<file path="src/rtl/led_pkg.sv">
// Shared constants for the LED PWM fader: full-scale duty value and the
// width of the fade-divider counter.
package led_pkg;

  // Full-scale duty (and last PWM counter value) for a given counter width.
  function automatic int pwm_max(input int bits);
    return (32'sd1 <<< bits) - 32'sd1;
  endfunction

  // Width of a counter spanning 0..div-1, never narrower than one bit.
  function automatic int fade_cnt_w(input int div);
    return (div <= 32'sd2) ? 32'sd1 : $clog2(div);
  endfunction

endpackage

</file>
<file path="src/rtl/led_pwm_channel.sv">
// One LED channel: saturating duty register, PWM compare and the
// active-low output flop.
module led_pwm_channel
  import led_pkg::*;
#(
  parameter int PWM_BITS = 8
) (
  input  logic                clk,
  input  logic                rst_n,
  input  logic [PWM_BITS-1:0] i_pwm_cnt,
  input  logic                i_step_due,
  input  logic                i_pattern,
  input  logic                i_enable,
  output logic                o_led,
  output logic                o_busy
);

  localparam logic [PWM_BITS-1:0] DUTY_MAX  = PWM_BITS'(pwm_max(PWM_BITS));
  localparam logic [PWM_BITS-1:0] DUTY_ZERO = {PWM_BITS{1'b0}};
  localparam logic [PWM_BITS-1:0] DUTY_ONE  = PWM_BITS'(1'b1);

  logic [PWM_BITS-1:0] r_duty;
  logic                r_led;
  logic                w_on;

  // Full-scale duty is forced on so the LED never blinks off when pwm_cnt hits MAX.
  assign w_on   = (r_duty == DUTY_MAX) || (i_pwm_cnt < r_duty);
  assign o_busy = i_pattern ? (r_duty != DUTY_MAX) : (r_duty != DUTY_ZERO);
  assign o_led  = r_led;

  // Duty stepping toward the sampled target and registered LED drive.
  always_ff @(posedge clk) begin
    if (!rst_n) begin
      r_duty <= DUTY_ZERO;
      r_led  <= 1'b1;
    end else begin
      if (i_step_due) begin
        if (i_pattern && (r_duty != DUTY_MAX)) begin
          r_duty <= r_duty + DUTY_ONE;
        end else if (!i_pattern && (r_duty != DUTY_ZERO)) begin
          r_duty <= r_duty - DUTY_ONE;
        end else begin
          r_duty <= r_duty;
        end
      end
      r_led <= ~(w_on & i_enable);
    end
  end

endmodule

</file>
<file path="src/rtl/led_pwm_fader.sv">
// Multi-channel LED fader: shared PWM timebase and fade divider driving
// N_LEDS channels that ramp their duty toward the requested on/off pattern.
module led_pwm_fader
  import led_pkg::*;
#(
  parameter int CLK_FREQ_HZ = 10000000,
  parameter int N_LEDS      = 8,
  parameter int PWM_BITS    = 8,
  parameter int FADE_DIV    = 100
) (
  input  logic              clk,
  input  logic              rst_n,
  input  logic [N_LEDS-1:0] pattern_i,
  input  logic              enable_i,
  output logic [N_LEDS-1:0] leds,
  output logic              busy_o,
  output logic              period_tick_o
);

  localparam logic [PWM_BITS-1:0] PWM_LAST  = PWM_BITS'(pwm_max(PWM_BITS));
  localparam int                  FCW       = fade_cnt_w(FADE_DIV);
  localparam logic [FCW-1:0]      FADE_LAST = FCW'(FADE_DIV - 1);

  if ((PWM_BITS < 2) || (PWM_BITS > 12) || (FADE_DIV < 1) || (CLK_FREQ_HZ < 1)) begin : g_bad_param
    $error("led_pwm_fader: illegal parameter value");
  end

  logic [PWM_BITS-1:0] r_pwm_cnt;
  logic [FCW-1:0]      r_fade_cnt;
  logic                r_tick;
  logic                r_busy;
  logic                w_period_end;
  logic                w_step_due;
  logic [N_LEDS-1:0]   w_busy;

  assign w_period_end  = (r_pwm_cnt == PWM_LAST);
  assign w_step_due    = w_period_end && (r_fade_cnt == FADE_LAST);
  assign period_tick_o = r_tick;
  assign busy_o        = r_busy;

  // Free-running PWM counter, fade divider, period strobe and busy flag.
  always_ff @(posedge clk) begin
    if (!rst_n) begin
      r_pwm_cnt  <= {PWM_BITS{1'b0}};
      r_fade_cnt <= {FCW{1'b0}};
      r_tick     <= 1'b0;
      r_busy     <= 1'b0;
    end else begin
      r_pwm_cnt <= r_pwm_cnt + PWM_BITS'(1'b1);
      if (w_step_due) begin
        r_fade_cnt <= {FCW{1'b0}};
      end else if (w_period_end) begin
        r_fade_cnt <= r_fade_cnt + FCW'(1'b1);
      end else begin
        r_fade_cnt <= r_fade_cnt;
      end
      r_tick <= w_period_end;
      r_busy <= |w_busy;
    end
  end

  for (genvar g = 0; g < N_LEDS; g++) begin : g_ch
    led_pwm_channel #(
      .PWM_BITS (PWM_BITS)
    ) u_ch (
      .clk        (clk),
      .rst_n      (rst_n),
      .i_pwm_cnt  (r_pwm_cnt),
      .i_step_due (w_step_due),
      .i_pattern  (pattern_i[g]),
      .i_enable   (enable_i),
      .o_led      (leds[g]),
      .o_busy     (w_busy[g])
    );
  end

endmodule

</file>
<file path="config.mk">
export PLATFORM = sky130hd
export DESIGN_NAME = led_pwm_fader
export DESIGN_NICKNAME = d
export VERILOG_FILES = /design/src/rtl/led_pkg.sv /design/src/rtl/led_pwm_channel.sv /design/src/rtl/led_pwm_fader.sv
export SDC_FILE = /design/constraint.sdc
export NUM_CORES = 1
export LEC_CHECK = 0
export BUFFER_PORTS_ARGS = -buffer_cell sky130_fd_sc_hd__buf_2
export CAP_MARGIN = 20
export CORE_MARGIN = 2
export CORE_UTILIZATION = 45
export CTS_BUF_LIST = sky130_fd_sc_hd__clkbuf_4 sky130_fd_sc_hd__clkbuf_8
export DETAILED_ROUTE_END_ITERATION = 16
export GPL_ROUTABILITY_DRIVEN = 0
export GPL_TIMING_DRIVEN = 0
export SYNTH_ARGS = -nofsm -noshare
export SYNTH_HDL_FRONTEND = slang
export SYNTH_SLANG_ARGS = --single-unit
</file>
<file path="constraint.sdc">
create_clock -name clk -period 5.7 [get_ports clk]
set_input_delay 1.71 -clock clk [delete_from_list [all_inputs] [get_ports clk]]
set_output_delay 1.71 -clock clk [all_outputs]
set_load 0.01 [all_outputs]
</file>
# After elaboration in Yosys (flattened, before gate mapping)

Index checks and enable logic that the tools add are counted.

Mux-type cells: 24
Add/sub/neg operators: 18
$lt $le $gt $ge: 8
Bitwise operators: 17
Reductions and logical operators: 59
Equality and inequality tests: 18

Operators by type and width:

| cell                                              | number |
|---|---|
| 2-to-1 mux 8 bit                                  | 16 |
| adder 8 x 1 -> 8 bit (second input constant)      | 9 |
| == test 8 bit (second input constant)             | 9 |
| < comparator 8 bit                                | 8 |
| inequality test 8 bit (second input constant)     | 8 |
| nonzero test 8 bit                                | 8 |
| subtractor 8 x 1 -> 8 bit (second input constant) | 8 |
| logical AND 1 bit                                 | 17 |
| AND reduction 2 bit                               | 8 |
| nonzero test 2 bit                                | 8 |
| inverter 1 bit                                    | 9 |
| AND 1 bit                                         | 8 |
| logical NOT 1 bit                                 | 8 |
| logical OR 1 bit                                  | 8 |
| 2-to-1 mux 1 bit                                  | 8 |
| OR reduction 8 bit                                | 1 |
| adder 7 x 1 -> 7 bit (second input constant)      | 1 |
| == test 7 bit (second input constant)             | 1 |
| OR reduction 2 bit                                | 1 |

Input bits: 11
Register bits after elaboration: 89
Word-level logic and storage cells: 164

# Longest topological paths before layout

Depth in word-level cells: 4
Gate-level depth with buffers: 11

# Cells and area by module

A second synthesis with hierarchy kept.

Cells, all modules: 862
Area total of the unflattened synthesis: 7388.3 µm²

Modules (own cells, without submodules):

| module          | area an instance (µm²) | cells each | times used |
|---|---|---|---|
| led_pwm_channel | 829.5                  | 98         | 8 |
| led_pwm_fader   | 752.0                  | 78         | 1 |

# Worst setup path before layout

No wires, ideal clock.

Path type: in2reg
Start: in pattern_i[3]
End: reg g_ch[3].u_ch.r_duty[7]
Stages on the path: 8
Setup time: 0.070 ns
Arrival: 3.676 ns
Buffers on the path: 0
Path slack: 1.954 ns
Cells stage by stage: o21ai_0 -> ha_1 -> a21oi_1 -> o211ai_1 -> o41ai_1 -> mux2_2 -> or3_1 -> a21oi_1

Cells in the longest elaborated chain, start to end: 4
Elaborated cells on any way between the ends: 6
Classes of those cells: mux: 1; reduce/logical: 5

RTL lines:

| element                              | RTL line              | text |
|---|---|---|
| from (decl)                          | led_pwm_fader.sv:13   | `input logic [N_LEDS-1:0] pattern_i,` |
| logical NOT 1 bit                    | led_pwm_channel.sv:40 | `end else if (!i_pattern && (r_duty != DUTY_ZERO)) begin` |
| logical AND 1 bit                    | led_pwm_channel.sv:40 |  |
| nonzero test 2 bit (no source line)  | n/a                   |  |
| AND reduction 2 bit (no source line) | n/a                   |  |
| to (signal assigned)                 | led_pwm_channel.sv:39 | `r_duty <= r_duty + DUTY_ONE;` |
| to (signal assigned)                 | led_pwm_channel.sv:41 | `r_duty <= r_duty - DUTY_ONE;` |
| to (signal assigned)                 | led_pwm_channel.sv:43 | `r_duty <= r_duty;` |
| to (decl)                            | led_pwm_channel.sv:22 | `logic [PWM_BITS-1:0] r_duty;` |

Several ways; a longest one is shown, not always the timed one.
A chain may end at the register's enable or synchronous reset.

# Final worst setup path

Ends and elaborated chain as after synthesis.

==> summary.txt <==
Yosys
  • Syn Std Cell Area: 7120 um^2
  • Avg Inst Size Synth: 8.35 um^2
  • Register bit total from synthesis: 89
  • Post-Synth XOR/XNOR Area: 7.26%
  • Ys Warns: 0
  • Asr flop ratio synth: 0%
  • Seq/Total Area, Yosys: 25.0%
  • Netlist cell types: 53
  • Main combinational cell family by area after synthesis: adder cells
  • Post-synthesis adder-cell area fraction: 21.1%
  • Simple logic cell fraction of the synthesized area: 19.0%
  • Multiplexer share of the synthesized area: 6.68%
  • Syn Nets: 978
  • Syn Inst Count: 852
  • Synth Area in Compound Gates: 14.7%
  • Synth Flop Type: dfxtp_1
  • EDFF count, synth: 0

Routing
  • Residual DRC count: 0
  • Via count: 5751
  • Final ANT Viol Nets: 0
  • Post-Route WL: 15900 um
  • DR iter-0 viols: 253
  • Vias per inst: 5.23
  • Drt wl/cell: 14.4 um
  • Pre-antenna DRT Iters: 4

Global routing
  • Pin count of the biggest net entering global routing: 14
  • First-pass GRT wire length: 27100 um
  • Initial antenna violation count: 0
  • Vias in the first global route: 5519
  • Gr usage total: 20.3%
  • GRT overflow: 0

Finish
  • Layout cells sized above 1: 7.76%
  • Area Overhead vs Synth: 8.00%
  • Post-Layout Cell Count: 1100
  • Commonest non-fill, non-tap cells in the layout: ha_1 (107), nor2_1 (103), dfxtp_1 (89)
  • Number of diodes: 0
  • Fin nets: 1010
  • Most common cell after layout, fill and taps aside: ha_1

Worst setup path
  • Critical path, cell by cell: buf_2, o21ai_0, ha_1, a21oi_1, o211ai_1, o41ai_1, mux2_2, or3_1, a21oi_1
  • Critical Path Max Stage Delay: 0.42 ns
  • Max FO, Critical Path: 8
  • CP Class: in -> reg
  • Worst setup EP type: register
  • WP data required: 6.02 ns
  • CP max stage cell: ha_1
  • CP most frequent cell: a21oi_1
  • CP Launch Type: input port
  • CP arrival: 4.12 ns

Power
  • Net Sw Frac: 25.7%
  • Reg power frac: 51.6%
  • Net Sw Power: 0.000316 W
  • P per Cell Area: 160 nW/um^2
  • Part of the power in the clock network: 37.2%
  • Leakage: 3.09 nW
  • Internal power: 0.000914 W
  • Max VDD drop: 0.0000994 V
  • Total chip power: 0.00123 W
  • Comb power frac: 11.2%

Timing
  • Slew margin rel.: 26.6%
  • WHS: 0.499 ns
  • TNS Setup: 0 ns
  • Setup repair after global routing missed its margin: false
  • Endpoints failing setup: 0
  • Worst slew pin tran: 1.09 ns
  • Slew Limit Fails: 0
  • Tmin final: 3.80 ns
  • Final hold violation count: 0
  • Period utilization: 66.7%
  • Fmax: 263 MHz
  • Clock Skew: 0.0120 ns

Worst hold path
  • Worst Hold Class: reg -> reg

Clock network
  • Clk sink count: 89
  • CTS Hold Bufs: 0
  • CTS Buf Count: 9
  • Reg clk slew, reported paths: 0.09 ns
  • CTS tree: done
  • Clock tree buffer depth: 2
  • PostCTS Resize Cnt: 0
  • Clk_lat worst skew: 0.38 ns
  • Setup Buffers After CTS: 0
  • H-tree Lvls: 3
  • Clock root buffer: clkbuf_8

Die
  • I/O Pins: 21
  • Die Ht: 130 um
  • Row cnt: 45
  • Initial core utilization: 46.5%
  • Die Wd: 130 um
  • Core area: 15300 um^2
  • Die area: 16800 um^2

Run status
  • Outcome: complete, no violations

Placement
  • Detailed placement HPWL: 11800 um
  • Placed Cells: 1083
  • IO buf count: 20

Run
  • Max-cap violations: 0
-- worst paths after layout --
path	from	end	slack, ns	cells after the start
max	pattern_i[3]	g_ch[3].u_ch.r_duty[7]	1.90	9
min	g_ch[5].u_ch.r_duty[7]	g_ch[5].u_ch.r_duty[7]	0.50	2
max reg2reg	g_ch[4].u_ch.r_duty[0]	g_ch[4].u_ch.r_duty[7]	2.34	9
min reg2reg	g_ch[5].u_ch.r_duty[7]	g_ch[5].u_ch.r_duty[7]	0.50	2
-- state kept, by name (all words and copies together), names as in the netlist --
register          flops
r_pwm_cnt             8
period_tick_o         1
g_ch.u_ch.o_led       8
r_fade_cnt            7
g_ch.u_ch.r_duty     64
busy_o                1
-- worst max-delay path, delay by kind of cell --
| family | cells | cell delay [ns] |
|---|---|---|
| adders and majority gates | 1 | 0.42 |
| and+or+nand+nor | 1 | 0.30 |
| muxes | 1 | 0.38 |
| buffers and inverters | 1 | 0.16 |
| AOI/OAI and AO/OA | 5 | 1.14 |
-- layout make-up --
type | instances | area (um^2)
clock inverter | 3 | 40.0
fill | 1544 | 7630
timing repair buffer | 21 | 105
clock buffer | 13 | 160
buffer | 23 | 133
sequential | 89 | 1780
multi-input combinational | 656 | 4890
inverter | 84 | 315
tap | 211 | 264
-- metrics by stage --
stage | utilization [%] | setup WS (ns) | area (um^2)
floorplan | - | 1.95 | 7120
global placement | 48.8 | 1.36 | 7480
detailed placement | 48.8 | 1.38 | 7480
CTS | 50.1 | 1.77 | 7680
global route | 50.2 | 1.71 | 7680
finish | 50.2 | 1.90 | 7680
-- power groups by stage --
| stage | clock (W) | combinational, W | sequential, W |
|---|---|---|---|
| 2_1_floorplan | 0 | 0.000102 | 0.000645 |
| 3_3_place_gp | 0 | 0.000137 | 0.000649 |
| 3_5_place_dp | 0 | 0.000138 | 0.000649 |
| 4_1_cts | 0.000470 | 0.000139 | 0.000635 |
| 5_1_grt | 0.000493 | 0.000158 | 0.000635 |
| 6_report | 0.000458 | 0.000137 | 0.000634 |
-- cell families (layout without fill, tap and decap cells) --
group / after synthesis / count (layout)
multiplexers: 47 / 47
flip-flops: 89 / 89
XOR/XNOR: 59 / 59
buffers and inverters: 107 / 144
adder cells (fa/ha/maj): 115 / 115
AND/OR/NAND/NOR: 270 / 270
AO/OA/AOI/OAI: 165 / 165
-- layer usage --
metal / up-vias / part of all wire, % / track usage, %
li1: 3070 / - / -
met1: 2603 / 50 / 28.1
met2: 64 / 45 / 33.1
met3: 14 / 3.7 / 2.71
met4: 0 / 1.1 / 6.20
met5: - / 0 / 0
-- synthesized netlist by cell type, types with 2 or more instances --
| library cell | number | area share (%) |
|---|---|---|
| a2111oi_0 | 2 | 0.25 |
| a211oi_1 | 11 | 1.2 |
| a211oi_4 | 2 | 0.56 |
| a21o_1 | 14 | 1.5 |
| a21oi_1 | 65 | 4.6 |
| and3_1 | 5 | 0.44 |
| and4_1 | 2 | 0.25 |
| buf_4 | 10 | 1.1 |
| clkbuf_1 | 10 | 0.53 |
| dfxtp_1 | 89 | 25 |
| fa_1 | 8 | 2.3 |
| ha_1 | 107 | 19 |
| inv_1 | 83 | 4.4 |
| mux2_2 | 4 | 0.63 |
| mux2i_1 | 43 | 6.0 |
| nand2_1 | 43 | 2.3 |
| nand2b_1 | 14 | 1.2 |
| nand3_1 | 19 | 1.3 |
| nand3b_1 | 3 | 0.32 |
| nand4_1 | 17 | 1.5 |
| nor2_1 | 103 | 5.4 |
| nor2_2 | 4 | 0.35 |
| nor2b_1 | 4 | 0.35 |
| nor3_1 | 13 | 0.91 |
| nor4_1 | 16 | 1.4 |
| o211a_1 | 2 | 0.28 |
| o211ai_1 | 14 | 1.5 |
| o21a_1 | 3 | 0.32 |
| o21ai_0 | 30 | 2.1 |
| o21bai_1 | 8 | 0.84 |
| o22a_1 | 2 | 0.25 |
| o22ai_1 | 2 | 0.18 |
| o41ai_1 | 6 | 0.74 |
| or2_2 | 5 | 0.44 |
| or3_1 | 7 | 0.62 |
| or4_1 | 8 | 0.84 |
| xnor2_1 | 41 | 5.0 |
| xor2_1 | 18 | 2.2 |
No activity file was read; power rests on OpenSTA's default activity.
